==> config.mk <==
export PLATFORM = sky130hd
export DESIGN_NAME = ws2812_tx
export DESIGN_NICKNAME = d
export VERILOG_FILES = /design/src/rtl/ws2812_tx.sv
export SDC_FILE = /design/constraint.sdc
export NUM_CORES = 1
export LEC_CHECK = 0
export ABC_AREA = 1
export BUFFER_PORTS_ARGS = -buffer_cell sky130_fd_sc_hd__buf_2
export CAP_MARGIN = 20
export CORE_UTILIZATION = 45
export CTS_CLUSTER_SIZE = 16
export DETAILED_ROUTE_END_ITERATION = 8
export MAX_ROUTING_LAYER = met4
export SYNTH_ARGS = -nofsm -noshare
export SYNTH_HDL_FRONTEND = slang
export SYNTH_SLANG_ARGS = --single-unit
==> constraint.sdc <==
create_clock -name i_clk -period 2.8 [get_ports i_clk]
set_input_delay 0.28 -clock i_clk [delete_from_list [all_inputs] [get_ports i_clk]]
set_output_delay 0.28 -clock i_clk [all_outputs]
set_load 0.02 [all_outputs]
==> src/rtl/ws2812_tx.sv <==
// ws2812_tx: pops GRB pixels from a FWFT FIFO and drives them onto a WS2812 data line, then latches.
module ws2812_tx #(
  parameter int PIXEL_WIDTH  = 24,
  parameter int LED_COUNT    = 64,
  parameter int T0H_CYCLES   = 20,
  parameter int T1H_CYCLES   = 40,
  parameter int BIT_CYCLES   = 63,
  parameter int RESET_CYCLES = 2500
) (
  input  logic                   i_clk,
  input  logic                   i_reset,
  input  logic                   i_empty,
  input  logic [PIXEL_WIDTH-1:0] i_data,
  output logic                   o_rd,
  output logic                   o_dout,
  output logic                   o_busy,
  output logic                   o_frame_done,
  output logic                   o_underrun
);
  localparam int CMAX = BIT_CYCLES > RESET_CYCLES ? BIT_CYCLES : RESET_CYCLES;
  localparam int CW   = $clog2(CMAX);
  localparam int BW   = $clog2(PIXEL_WIDTH);
  localparam int PW   = LED_COUNT > 1 ? $clog2(LED_COUNT) : 1;
  typedef enum logic [1:0] {S_IDLE, S_BIT, S_WAIT, S_LATCH} state_t;
  state_t                 r_state;
  logic [CW-1:0]          r_cyc;
  logic [BW-1:0]          r_bit;
  logic [PW-1:0]          r_pix;
  logic [PIXEL_WIDTH-1:0] r_shift;
  logic                   r_dout;
  logic                   r_done;
  logic                   r_underrun;
  logic                   w_bit_end;
  logic                   w_last_pix;
  logic                   w_load;
  logic [CW-1:0]          w_cyc_nxt;
  logic [CW-1:0]          w_thx;
  assign w_bit_end  = r_state == S_BIT && r_cyc == CW'(BIT_CYCLES - 1);
  assign w_last_pix = r_pix == PW'(LED_COUNT - 1);
  // the pop is gated by reset so a held reset never drains the FIFO
  assign w_load     = !i_empty && !i_reset &&
                      (r_state == S_IDLE || r_state == S_WAIT || (w_bit_end && r_bit == '0 && !w_last_pix));
  assign w_cyc_nxt  = r_cyc + 1'b1;
  assign w_thx      = r_shift[PIXEL_WIDTH-1] ? CW'(T1H_CYCLES) : CW'(T0H_CYCLES);
  assign o_rd         = w_load;
  assign o_dout       = r_dout;
  assign o_busy       = r_state != S_IDLE;
  assign o_frame_done = r_done;
  assign o_underrun   = r_underrun;
  // r_dout is computed from the next cycle's position so the pin is a bare flop
  always_ff @(posedge i_clk or posedge i_reset) begin
    if (i_reset) begin
      r_state    <= S_IDLE;
      r_cyc      <= '0;
      r_bit      <= '0;
      r_pix      <= '0;
      r_shift    <= '0;
      r_dout     <= 1'b0;
      r_done     <= 1'b0;
      r_underrun <= 1'b0;
    end else begin
      r_done <= 1'b0;
      if (w_load) begin
        r_state <= S_BIT;
        r_shift <= i_data;
        r_bit   <= BW'(PIXEL_WIDTH - 1);
        r_cyc   <= '0;
        r_dout  <= 1'b1;
        if (r_state == S_BIT) r_pix <= r_pix + 1'b1;
      end else begin
        case (r_state)
          S_BIT: begin
            if (!w_bit_end) begin
              r_cyc  <= w_cyc_nxt;
              r_dout <= w_cyc_nxt < w_thx;
            end else if (r_bit != '0) begin
              r_shift <= r_shift << 1;
              r_bit   <= r_bit - 1'b1;
              r_cyc   <= '0;
              r_dout  <= 1'b1;
            end else begin
              r_cyc   <= '0;
              r_dout  <= 1'b0;
              r_state <= w_last_pix ? S_LATCH : S_WAIT;
              r_pix   <= w_last_pix ? r_pix : r_pix + 1'b1;
            end
          end
          S_WAIT: begin
            if (r_cyc == CW'(RESET_CYCLES - 1)) begin
              r_underrun <= 1'b1;
              r_pix      <= '0;
              r_cyc      <= '0;
              r_state    <= S_IDLE;
            end else r_cyc <= w_cyc_nxt;
          end
          S_LATCH: begin
            if (r_cyc == CW'(RESET_CYCLES - 1)) begin
              r_done  <= 1'b1;
              r_pix   <= '0;
              r_cyc   <= '0;
              r_state <= S_IDLE;
            end else r_cyc <= w_cyc_nxt;
          end
          default: ;
        endcase
      end
    end
  end
endmodule

# Word-level counts from Yosys, hierarchy flattened
# Index checks and enable logic that the tools add are counted.
totals:
  regBits: 52
  in_bits: 27
  out_inout_bits: 5
op_classes:
  addsub: 3
  n_lt_le_gt_ge: 1
  eq_ne: 11
  mux: 33
  bitwise_logic: 1
  n_reduce_logical: 24
op_table:
  columns: ["op", "n"]
  rows:
  - ["$mux 24", 4]
  - ["$mux 6", 7]
  - ["$mux 12", 3]
  - ["$pmux 12 s2", 1]
  - ["$mux 5", 4]
  - ["$add 12x1->12 const B", 1]
  - ["$eq 12x12->1 const B", 1]
  - ["$eq 12x6->1 const B", 1]
  - ["$lt 12x6->1", 1]
  - ["$pmux 6 s2", 1]
  - ["$reduce_bool 2->1", 5]
  - ["$ne 3x3->1 const B", 3]
  - ["$mux 1", 8]
  - ["$mux 2", 4]
  - ["$add 6x1->6 const B", 1]
  - ["$eq 6x6->1 const B", 1]
  - ["$reduce_and 3->1", 2]
  - ["$reduce_and 6->1", 1]
  - ["$logic_and 1x1->1", 5]
  - ["$logic_not 5->1", 1]
  - ["$reduce_bool 5->1", 1]
  - ["$sub 5x1->5 const B", 1]
  - ["$eq 2x2->1 const B", 2]
  - ["$pmux 2 s2", 1]
  - ["other kinds (10)", 13]

# Depth between registers and ports, before layout
depth:
  ltp_word: 8
  depth_mapped: 14
  depth_no_buf: 14

# Least setup slack after synthesis
# Ideal clock, no wire load.
synth_path:
  kind: "register to register"
  start: "register r_cyc[1]"
  end: "register r_dout, in the netlist o_dout"
  setup_ps: 77
  t_arrival_ps: 1759
  t_required_ps: 2723
  path_slack_ps: 964
  stages_incl_launch_ff: 14
  path_cell_list: "dfrtp_1 -> ha_1 -> nand2_1 -> nor2_1 -> xor2_1 -> inv_1 -> ha_1 -> nand2_1 -> inv_1 -> nand2_1 -> nand2_1 -> nor2_1 -> nand3_1 -> a21oi_1"
synth_via:
  elab_chain_cells: 7
  elab_cells_between_ends: 12
  classes_between: "add/sub (1); order compare (1); eq/ne (1); mux (3); reduce/logical (6)"
synth_rtl:
  columns: ["element", "line", "source"]
  rows:
  - ["start: declaration", "26", "logic [CW-1:0] r_cyc;"]
  - ["start signal: assignment", "74", "r_cyc <= w_cyc_nxt;"]
  - ["start signal: assignment", "94", "end else r_cyc <= w_cyc_nxt;"]
  - ["start signal: assignment", "102", "end else r_cyc <= w_cyc_nxt;"]
  - ["branches (longest 7 deep; another with $add 12x1->12)", null, null]
  - ["end signal: assignment", "75", "r_dout <= w_cyc_nxt < w_thx;"]
  - ["end: declaration", "30", "logic r_dout;"]
# Several ways; the timed one is not identified. The select of a mux whose other input is x is not followed.
# A chain may end at the register's enable or synchronous reset.

# Worst setup path after layout
layout_path:
  start: "register r_cyc[0]"
  end: "output o_rd"
layout_via:
  elab_chain_cells: 6
layout_rtl:
  columns: ["element", "line", "source"]
  rows:
  - ["$eq 12x6->1", "38", "assign w_bit_end = r_state == S_BIT && r_cyc == CW'(BIT_CYCLES - 1);"]
  - ["$logic_and 1x1->1", "38", null]
  - ["$logic_and 1x1->1 (2 in series)", "42", "(r_state == S_IDLE || r_state == S_WAIT || (w_bit_end && r_bit == '0 && !w_last_pix));"]
  - ["$logic_or 1x1->1", "42", null]
  - ["$logic_and 1x1->1", "41", "assign w_load = !i_empty && !i_reset &&"]
  - ["end: declaration", "14", "output logic o_rd,"]
# Every way passes these cells.

==> results_dict.tcl <==
set metrics [dict create \
    synth_top_cell_area_share_pct 43.5 \
    crit_fanout 31 \
    grt_overflow 0 \
    final_util_pct 51.4 \
    vias 2519 \
    worst_path_max_delay_cell "dfrtp_1" \
    end_kind "output pin" \
    critPathRequiredTime_ns 2.52 \
    tightest_slew_ns 0.511 \
    finalSetupTns_ns 0 \
    nets 452 \
    slowest_delay_ns 0.41 \
    synth_cells 386 \
    fin_cells 495 \
    hold_slack_ns 0.190 \
    die_y_um 83.5 \
    cp_cell_sequence "inv_1, ha_1, nand2_1, nor2_1, nand2_1, nor2_4, nand2_2, nand2_2, nand2_4, inv_2, buf_2" \
    ant_nets 0 \
    cap_violations 0 \
    avgViaCountPerCell 5.09 \
    setup_violations 0 \
    period_minus_slack_ns 2.38 \
    routedWlPerCell_um 12.4 \
    slew_violations 0 \
    clk_latency_ns 0.31 \
    antenna_found_initial 0 \
    core_area_um2 6390 \
    grt_usage_pct 19.5 \
    die_w_um 83.5 \
    cts_buffers 5 \
    cts_htree_levels 2 \
    crit_type "reg -> out" \
    drive_gt1_share_pct 14.8 \
    yosys.area.top_type "dfrtp_1" \
    hpwl_um 4480 \
    finalHoldViolCount 0 \
    avgSynthCellArea_um2 7.74 \
    worstHoldStart "i_data[0]" \
    cts_buffer_depth 2 \
    worstSetupStartpoint "r_cyc[0]" \
    hold_path_class "in -> reg" \
    io_buffers 31 \
    num_rows 29 \
    clk_transition_reported_paths_ns 0.10 \
    min_period_over_period_pct 85.1 \
    cts.sinks 52 \
    start_util_pct 46.8 \
    ys_types 31 \
    dr.pass1.iters 6 \
    grt_max_degree 32 \
    slew_headroom_pct 65.8 \
    vdd_drop_max_uv 260 \
    fin_skew_ns 0.00940 \
    p_leak_nw 1.74 \
    wl_um 6110 \
    r2r_start "r_cyc[0]" \
    die_area_um2 6970 \
    fill_cells 647 \
    arrival_ns 2.10 \
    drt_iter0_drc 73 \
    regArea_um2 1300 \
    place_inst 486 \
    cts_root_buffer "clkbuf_8" \
    grt_pass1_vias 2363 \
    pin_count 32 \
    synth_warnings 0 \
    rsz0062_at_grt "false" \
    drc 0 \
    power.total_w 0.00123 \
    cts_resized 0 \
    place.gp.congestion 0.940 \
    ys_ff_latch 52 \
    syn2layout_area_growth_pct 9.88 \
    multi_input_area_um2 1360 \
    crit_family "simple AND/OR/NAND/NOR gates" \
    critPathLaunchType "flip-flop" \
    antenna_cells 0 \
    synth_nets 421 \
    power_density_nw_per_um2 373 \
    grt_pass1_wl_um 10800 \
    worst-path-buf-inv 3 \
    synthTopCellsByArea "dfrtp_1, nand2_1, inv_1" \
    run_status "finished, final reports clean" \
    tritoncts "built" \
    fmax_ghz 0.420 \
    synth_seq_area_share_pct 43.5 \
    mappedNetlistArea_um2 2990 \
]
-- stage by stage --
stage / worst slack [ns] / area, µm²
2_1_floorplan: 0.964 / 2990
3_3_place_gp: 0.609 / 3180
3_5_place_dp: 0.529 / 3180
4_1_cts: 0.395 / 3280
5_1_grt: 0.159 / 3280
6_report: 0.417 / 3280
-- registers in the layout, summed over array words and instances, names as in the netlist --
signal        count
r_shift          24
r_cyc            12
r_pix             6
r_bit             5
r_state           2
o_dout            1
o_frame_done      1
o_underrun        1
-- cells in the final DEF, fill, tap and decap left out, drive strengths merged --
| master | n |
|---|---|
| clkinv | 1 |
| nand3b | 1 |
| xnor2 | 1 |
| nor3 | 8 |
| or2 | 1 |
| nand4 | 7 |
| a21oi | 5 |
| xor2 | 6 |
| dlygate4sd3 | 1 |
| a31o | 1 |
| nor2 | 28 |
| o21ai | 76 |
| nand3 | 30 |
| o221ai | 2 |
| buf | 36 |
| o22ai | 7 |
| nand2 | 74 |
| clkinvlp | 1 |
| dfrtp | 52 |
| and2 | 1 |
| ha | 8 |
| inv | 64 |
| o211ai | 1 |
| o21a | 1 |
| clkbuf | 5 |
-- Yosys cell counts --
master and count:
a21oi_1 5, a31o_2 1, and2_1 1, buf_2 3, buf_4 1, buf_6 5
clkbuf_1 4, dfrtp_1 52, ha_1 8, inv_1 62, inv_2 1, nand2_1 69
nand2_2 4, nand2_4 1, nand3_1 28, nand3_2 2, nand3b_1 1, nand4_1 7
nor2_1 24, nor2_4 4, nor3_1 8, o211ai_1 1, o21a_1 1, o21ai_0 32
o21ai_1 41, o21ai_2 3, o221ai_1 2, o22ai_1 7, or2_2 1, xnor2_1 1
xor2_1 6
-- kinds of logic after synthesis --
logic type	synth area share, %
AO/OA/AOI/OAI	16.8
adder cells (fa/ha/maj)	3.35
XOR/XNOR	2.05
AND/OR/NAND/NOR	23.2
buffers and inverters	11.1
flip-flops	43.5
-- where the power goes --
group          leakage [nW]  internal, W  total (W)  switching, W
clock                0.0445     0.000178   0.000437      0.000259
combinational          1.13    0.0000162  0.0000397     0.0000235
sequential            0.561     0.000750   0.000750             0
-- layer usage --
layer  share of wire (%)  vias to the layer above  track usage (%)
met5                   0                        -                -
met4                0.80                        0             4.62
met3                 3.1                        5             3.17
met2                  45                       33             29.4
met1                  51                     1161             27.7
li1                    -                     1320                -
-- tightest hold or removal path: cells and delay by family --
kind	cells	cell delay, ns
AND/OR/NAND/NOR	1	0.04
buffers and inverters	1	0.07
AO/OA/AOI/OAI	1	0.07
-- area by class of cell --
type	count	share of cell area, %
clock buffers	5	2.10
repair buffers	37	6.17
multi-input cells	258	41.3
flip-flops and latches	52	39.6
well taps	77	2.93
inverters	63	7.20
clock inverters	3	0.648
-- path summary, 6_finish.rpt --
check	to	slack [ns]	cells after the start
max in group asynchronous	r_state[1]	1.74	4
worst min-delay path	r_shift[0]	0.19	3
worst max register to register	r_bit[4]	0.52	12
min in group asynchronous	r_cyc[0]	0.47	3
worst max-delay path	o_rd	0.42	11
worst min register to register	o_underrun	0.49	1
-- timing repair --
item                      4_1_cts  5_1_grt
buffers inserted                0        0
hold endpoints to repair       12        0
hold buffers                    1        0
Power figures use the tool's default switching activity.
